[src/rtl/mem_arb_pkg.sv]
`default_nettype none
// ============================================================================
// Module   : mem_arb_pkg
// Brief    : Shared types and constants for the unified memory port arbiter.
// Revision : 1.0 - initial release
// ============================================================================
package mem_arb_pkg;

    typedef enum logic [1:0] {
        IDLE    = 2'd0,
        BUSY_IF = 2'd1,
        BUSY_DM = 2'd2
    } arb_state_t;

    typedef enum logic {
        OWN_IF = 1'b0,
        OWN_DM = 1'b1
    } owner_t;

    // Fetches are always full-word accesses.
    localparam logic [2:0] SIZE_WORD = 3'b010;

endpackage : mem_arb_pkg
`default_nettype wire

[src/rtl/mem_port_arbiter_wait_timer.sv]
`default_nettype none
// ============================================================================
// Module   : wait_timer
// Brief    : Clear/enable counter that flags the last allowed wait cycle.
// Revision : 1.0 - initial release
// ============================================================================
module wait_timer #(
    parameter int TIMEOUT_CYCLES = 64
) (
    input  logic clk,
    input  logic rst_n,
    input  logic i_clear,
    input  logic i_enable,
    output logic o_expire
);

    localparam int             c_W        = (TIMEOUT_CYCLES > 2) ? $clog2(TIMEOUT_CYCLES) : 1;
    localparam logic [c_W-1:0] c_LAST_CNT = c_W'(TIMEOUT_CYCLES - 1);

    logic [c_W-1:0] r_count;

    always_ff @(posedge clk or negedge rst_n) begin
        if (!rst_n) begin
            r_count <= '0;
        end else if (i_clear) begin
            r_count <= '0;
        end else if (i_enable) begin
            r_count <= r_count + 1'b1;
        end
    end

    // Expiry always coincides with a clear from the owner, so no wrap is possible.
    assign o_expire = i_enable && (r_count == c_LAST_CNT);

endmodule : wait_timer
`default_nettype wire

[src/rtl/mem_port_arbiter.sv]
`default_nettype none
// ============================================================================
// Module   : mem_port_arbiter
// Brief    : Fixed-priority (data over fetch) sharing of one memory port,
//            single outstanding transaction, sticky timeout error.
// Revision : 1.0 - initial release
// ============================================================================
module mem_port_arbiter
    import mem_arb_pkg::*;
#(
    parameter int ADDR_WIDTH     = 32,
    parameter int DATA_WIDTH     = 32,
    parameter int TIMEOUT_CYCLES = 64
) (
    input  logic                  clk,
    input  logic                  rst_n,
    input  logic                  if_req,
    input  logic [ADDR_WIDTH-1:0] if_addr,
    output logic [DATA_WIDTH-1:0] if_rdata,
    output logic                  if_ready,
    input  logic                  dm_req,
    input  logic                  dm_we,
    input  logic [2:0]            dm_size,
    input  logic [ADDR_WIDTH-1:0] dm_addr,
    input  logic [DATA_WIDTH-1:0] dm_wdata,
    output logic [DATA_WIDTH-1:0] dm_rdata,
    output logic                  dm_ready,
    output logic                  stall_if,
    output logic                  stall_dm,
    output logic                  mem_req,
    output logic                  mem_we,
    output logic [2:0]            mem_size,
    output logic [ADDR_WIDTH-1:0] mem_addr,
    output logic [DATA_WIDTH-1:0] mem_wdata,
    input  logic                  mem_ack,
    input  logic [DATA_WIDTH-1:0] mem_rdata,
    output logic                  err
);

    arb_state_t            r_state,     w_state_nxt;
    logic                  r_mem_req,   w_mem_req_nxt;
    logic                  r_mem_we,    w_mem_we_nxt;
    logic [2:0]            r_mem_size,  w_mem_size_nxt;
    logic [ADDR_WIDTH-1:0] r_mem_addr,  w_mem_addr_nxt;
    logic [DATA_WIDTH-1:0] r_mem_wdata, w_mem_wdata_nxt;
    logic [DATA_WIDTH-1:0] r_if_rdata,  w_if_rdata_nxt;
    logic [DATA_WIDTH-1:0] r_dm_rdata,  w_dm_rdata_nxt;
    logic                  r_if_ready,  w_if_ready_nxt;
    logic                  r_dm_ready,  w_dm_ready_nxt;
    logic                  r_err,       w_err_nxt;
    logic                  w_if_pending, w_dm_pending;
    logic                  w_try_if, w_try_dm;
    logic                  w_busy, w_expire, w_timer_clear;

    // A request seen alongside its own ready pulse is the old one still held.
    assign w_if_pending = if_req & ~r_if_ready;
    assign w_dm_pending = dm_req & ~r_dm_ready;
    assign w_busy        = (r_state != IDLE);
    assign w_timer_clear = !w_busy || mem_ack || w_expire;

    wait_timer #(
        .TIMEOUT_CYCLES (TIMEOUT_CYCLES)
    ) u_wait_timer (
        .clk      (clk),
        .rst_n    (rst_n),
        .i_clear  (w_timer_clear),
        .i_enable (w_busy),
        .o_expire (w_expire)
    );

    always_ff @(posedge clk or negedge rst_n) begin
        if (!rst_n) begin
            r_state     <= IDLE;
            r_mem_req   <= 1'b0;
            r_mem_we    <= 1'b0;
            r_mem_size  <= '0;
            r_mem_addr  <= '0;
            r_mem_wdata <= '0;
            r_if_rdata  <= '0;
            r_dm_rdata  <= '0;
            r_if_ready  <= 1'b0;
            r_dm_ready  <= 1'b0;
            r_err       <= 1'b0;
        end else begin
            r_state     <= w_state_nxt;
            r_mem_req   <= w_mem_req_nxt;
            r_mem_we    <= w_mem_we_nxt;
            r_mem_size  <= w_mem_size_nxt;
            r_mem_addr  <= w_mem_addr_nxt;
            r_mem_wdata <= w_mem_wdata_nxt;
            r_if_rdata  <= w_if_rdata_nxt;
            r_dm_rdata  <= w_dm_rdata_nxt;
            r_if_ready  <= w_if_ready_nxt;
            r_dm_ready  <= w_dm_ready_nxt;
            r_err       <= w_err_nxt;
        end
    end

    always_comb begin
        w_state_nxt     = r_state;
        w_mem_req_nxt   = r_mem_req;
        w_mem_we_nxt    = r_mem_we;
        w_mem_size_nxt  = r_mem_size;
        w_mem_addr_nxt  = r_mem_addr;
        w_mem_wdata_nxt = r_mem_wdata;
        w_if_rdata_nxt  = r_if_rdata;
        w_dm_rdata_nxt  = r_dm_rdata;
        w_if_ready_nxt  = 1'b0;
        w_dm_ready_nxt  = 1'b0;
        w_err_nxt       = r_err;
        w_try_if        = 1'b0;
        w_try_dm        = 1'b0;

        unique case (r_state)
            IDLE: begin
                w_try_if = 1'b1;
                w_try_dm = 1'b1;
            end
            BUSY_IF: begin
                if (mem_ack) begin
                    w_if_ready_nxt = 1'b1;
                    w_if_rdata_nxt = mem_rdata;
                    w_try_dm       = 1'b1;
                end else if (w_expire) begin
                    w_if_ready_nxt = 1'b1;
                    w_if_rdata_nxt = '0;
                    w_err_nxt      = 1'b1;
                end
            end
            BUSY_DM: begin
                if (mem_ack) begin
                    w_dm_ready_nxt = 1'b1;
                    w_dm_rdata_nxt = r_mem_we ? '0 : mem_rdata;
                    w_try_if       = 1'b1;
                end else if (w_expire) begin
                    w_dm_ready_nxt = 1'b1;
                    w_dm_rdata_nxt = '0;
                    w_err_nxt      = 1'b1;
                end
            end
            default: begin
                w_state_nxt = IDLE;
            end
        endcase

        if (w_busy && (mem_ack || w_expire)) begin
            w_state_nxt   = IDLE;
            w_mem_req_nxt = 1'b0;
        end

        // A grant here overrides the drop above, giving bubble-free handover.
        if (w_try_dm && w_dm_pending) begin
            w_state_nxt     = BUSY_DM;
            w_mem_req_nxt   = 1'b1;
            w_mem_we_nxt    = dm_we;
            w_mem_size_nxt  = dm_size;
            w_mem_addr_nxt  = dm_addr;
            w_mem_wdata_nxt = dm_wdata;
        end else if (w_try_if && w_if_pending) begin
            w_state_nxt     = BUSY_IF;
            w_mem_req_nxt   = 1'b1;
            w_mem_we_nxt    = 1'b0;
            w_mem_size_nxt  = SIZE_WORD;
            w_mem_addr_nxt  = if_addr;
            w_mem_wdata_nxt = '0;
        end
    end

    assign if_rdata  = r_if_rdata;
    assign if_ready  = r_if_ready;
    assign dm_rdata  = r_dm_rdata;
    assign dm_ready  = r_dm_ready;
    assign stall_if  = w_if_pending;
    assign stall_dm  = w_dm_pending;
    assign mem_req   = r_mem_req;
    assign mem_we    = r_mem_we;
    assign mem_size  = r_mem_size;
    assign mem_addr  = r_mem_addr;
    assign mem_wdata = r_mem_wdata;
    assign err       = r_err;

endmodule : mem_port_arbiter
`default_nettype wire

[config.mk]
export PLATFORM = sky130hd
export DESIGN_NAME = mem_port_arbiter
export DESIGN_NICKNAME = d
export VERILOG_FILES = /design/src/rtl/mem_arb_pkg.sv /design/src/rtl/mem_port_arbiter_wait_timer.sv /design/src/rtl/mem_port_arbiter.sv
export SDC_FILE = /design/constraint.sdc
export NUM_CORES = 1
export LEC_CHECK = 0
export CAP_MARGIN = 20
export CORE_UTILIZATION = 43
export DETAILED_ROUTE_END_ITERATION = 10
export PLACE_DENSITY = 0.87
export SYNTH_ARGS = -nofsm -noshare
export SYNTH_HDL_FRONTEND = slang
export SYNTH_SLANG_ARGS = --single-unit
export TNS_END_PERCENT = 1
[constraint.sdc]
create_clock -name clk -period 2.2 [get_ports clk]
set_input_delay 0.44 -clock clk [delete_from_list [all_inputs] [get_ports clk]]
set_output_delay 0.44 -clock clk [all_outputs]
set_load 0.02 [all_outputs]
==> impl_metrics.csv <==
group,metric,value,unit
pwr,pwr_density_cell,1615,nW/um^2
drt,via_per_inst,5.597,
pwr,ir_drop,773.4,uV
pwr,power_frac_seq,28.2,%
grt,grt_pass1_vias,5779,
sta,fmax,463.8,MHz
floorplanning,core_area,14530,um^2
synth,ys_seq_area_share,56.20,%
setup_path,cp_cell_sequence,"clkdlybuf4s50_1 -> nand2b_1 -> inv_2 -> clkdlybuf4s50_1",
placed_design,portBuffers,274,
setup_path,slowest_stage,"clkdlybuf4s50_1",
setup_path,cpPeakStageDelay,630,ps
setup_path,crit_type,"primary input to output port",
cts,post_cts_buffers,0,
grt,track_usage,25.26,%
sta,timing.final.crit_share,98.01,%
synth,ys_warn_count,0,
drt,wirelength,19450,um
synth,yosys.area.top_type,"dfrtp_1",
synth,synthAdderAreaFrac,0.9756,%
drt,post_drt_wl_per_cell,18.85,um
sta,setup_viol,0,
final_layout,nFillCells,1100,
pwr,clkPwrFrac,19.2,%
cts,clock_path_buffers,2,
floorplanning,die-area,15400,um^2
drt,antenna_left,0,
sta,hold_viol,0,
sta,tightest_slew,512.1,ps
final_layout,area_growth,56.31,%
grt,grt_antenna_before_repair,0,
synth,yosys.area_share.simple,2.049,%
synth,synth_most_common_cell,"dfrtp_1",
sta,period_needed,2156,ps
floorplanning,die_x,124.1,um
synth,synth_compound_area_share,31.73,%
run_status,status,"complete, no violations",
synth,synth_cells,579,
synth,synth_async_sr_flop_share,100.0,%
sta,skew,12.03,ps
synth,synth_top_family_by_area,"compound AO/OA/AOI/OAI gates",
synth,synth_ff_type,"dfrtp_1",
floorplanning,ioPinCount,275,
cts,cts_tree,"built",
setup_path,cp-end-kind,"output port",
floorplanning,die_h,124.1,um
synth,synth_nets,721,
synth,synth-seq-cells,144,
drt,drc,0,
placed_design,dpl.hpwl,12910,um
synth,synth_top_area_share,56.20,%
grt,grt_start_max_net_pins,67,
cts,htree_levels,4,
synth,synthMuxAreaShare,0,%
cts,clock-root-buffer,"clkbuf_16",
synth,ys_top_cells_by_area,"dfrtp_1, a2bb2oi_1, o21ai_0, a22o_1, a32oi_1",
pwr,comb_power_share,52.6,%
cts,clk_pin_slew,60,ps
setup_path,crit_family,"buffers and inverters",
setup_path,crit_path_start_kind,"primary input",
cts,cts.sinks,144,
placed_design,place_congestion,0.7681,
floorplanning,num_rows,44,
final_layout,fin_nets,978,
floorplanning,start_util,44.12,%
synth,ys_types,34,
sta,slew_headroom,65.86,%
job,cap_violations,0,
setup_path,crit_fanout,2,
final_layout,post-route-util,68.97,%
sta,holdWs,488.6,ps
pwr,p_int,10.05,mW
setup_path,crit_buf_inv,3,
synth,post_synth.cell_area_avg,11.07,um^2
synth,synth_area,6412,um^2
cts,numCtsBuffers,17,
placed_design,dpl_cell_area,9375,um^2
synth,synth_xor_area_share,0.4098,%
synth,synth.cells.most_frequent,"dfrtp_1, o21ai_0, a2bb2oi_1",
pwr,power_leakage,4.458,nW
sta,rsz0062_at_grt,"false",
grt,grt_pass1_wl,29680,um
drt,drt_pass1_iterations,4,
hold_path,hold_class,"register to register",
sta,drv_slew,0,
final_layout,final_cell_area,10020,um^2
drt,drtIter0Drc,419,
final_layout,drive_above_1_share,6.840,%
final_layout,n_antenna_cell,0,
pwr,p_switching,6.145,mW
setup_path,worstPathArrival,1720,ps
setup_path,cpMostUsedCell,"clkdlybuf4s50_1",
sta,final.setup.tns,0,ps
cts,clk_latency,410,ps
drt,vias,5776,
pwr,p_sw_share,37.95,%
setup_path,worst_ep_required_time,1760,ps
synth,synth_edf_count,0,
grt,grt-ovfl-total,0,
cell type report:
cell class	count	area, um^2	area share, %
multi-input combinational	308	2272	22.67
sequential	144	3603	35.95
inverter	70	262.8	2.621
timing repair buffer	295	3015	30.08
clock buffer	22	484.2	4.831
tap	184	230.2	2.297
clock inverter	9	155.1	1.548
worst reg2reg max path, delay by kind of cell, from the launching register on:
| kind | cells | cell delay (ps) |
|---|---|---|
| flops | 1 | 400 |
| compound gates | 2 | 580 |
| simple gates | 1 | 220 |
| buf+inv | 2 | 250 |
| fa+ha+maj | 1 | 310 |
metrics by stage:
stage	power [mW]	std cells	worst slack, ps
floorplan	9.317	579	425.5
finish	16.19	1032	43.85
global route	17.19	1032	25.04
global placement	12.85	1000	-107.1
detailed placement	13.09	1000	-102.0
CTS	16.30	1032	41.99
what timing repair did:
item | CTS | global route
resized for setup | 1 | 0
hold endpoints to repair | 19 | 0
endpoints found under the setup margin | 1 | 0
hold buffers | 1 | 0
registers in the layout (all words and copies together), names as in the netlist:
name / count
dm_rdata: 32
if_rdata: 32
mem_addr: 32
mem_wdata: 32
u_wait_timer.r_count: 6
mem_size: 3
r_state: 2
dm_ready: 1
err: 1
if_ready: 1
mem_req: 1
mem_we: 1
per-layer routing:
layer / vias up / share of wire (%) / global-route usage (%)
li1: 2644 / - / -
met3: 28 / 8.1 / 8.379
met5: - / 0 / 0
met1: 2851 / 40 / 30.45
met4: 0 / 1.8 / 7.961
met2: 253 / 51 / 42.47
final timing paths:
path                                          from                 endpoint  slack, ps  cells after the start
max reg2reg                             r_state[0]            mem_wdata[16]        320                      6
min                        u_wait_timer.r_count[0]  u_wait_timer.r_count[0]        490                      1
max                                         if_req                 stall_if         40                      4
max in group asynchronous                    rst_n            mem_wdata[11]        980                      3
min in group asynchronous                    rst_n             dm_rdata[29]        540                      2
min reg2reg                u_wait_timer.r_count[0]  u_wait_timer.r_count[0]        490                      1
power groups by stage:
stage               sequential [mW]  clock (mW)  combinational, mW
global placement               4.54           0               8.31
global route                   4.71        3.31               9.17
detailed placement             4.58           0               8.51
CTS                            4.57        3.17               8.56
floorplan                      6.00           0               3.32
finish                         4.57        3.11               8.52
cell usage in the layout, fill, tap and decap left out, types with 3 or more instances in the layout:
| cell | instances |
|---|---|
| a22o_1 | 36 |
| a2bb2oi_1 | 96 |
| a32oi_1 | 32 |
| and2_1 | 4 |
| buf_12 | 9 |
| buf_4 | 11 |
| bufinv_16 | 4 |
| clkbuf_16 | 17 |
| clkbuf_8 | 4 |
| clkdlybuf4s50_1 | 272 |
| dfrtp_1 | 144 |
| ha_1 | 5 |
| inv_1 | 69 |
| nand3_1 | 3 |
| nor2_1 | 5 |
| o21ai_0 | 100 |
kinds of logic (layout without fill, tap and decap cells):
kind of cell,after synthesis,in the layout
DFF,144,144
and+or+nand+nor,24,24
AOI/OAI and AO/OA,276,276
xor gates and xnor gates,3,3
buffers and inverters,127,396
adders and majority gates,5,5
Note: power is estimated with default switching activity, not from simulation.
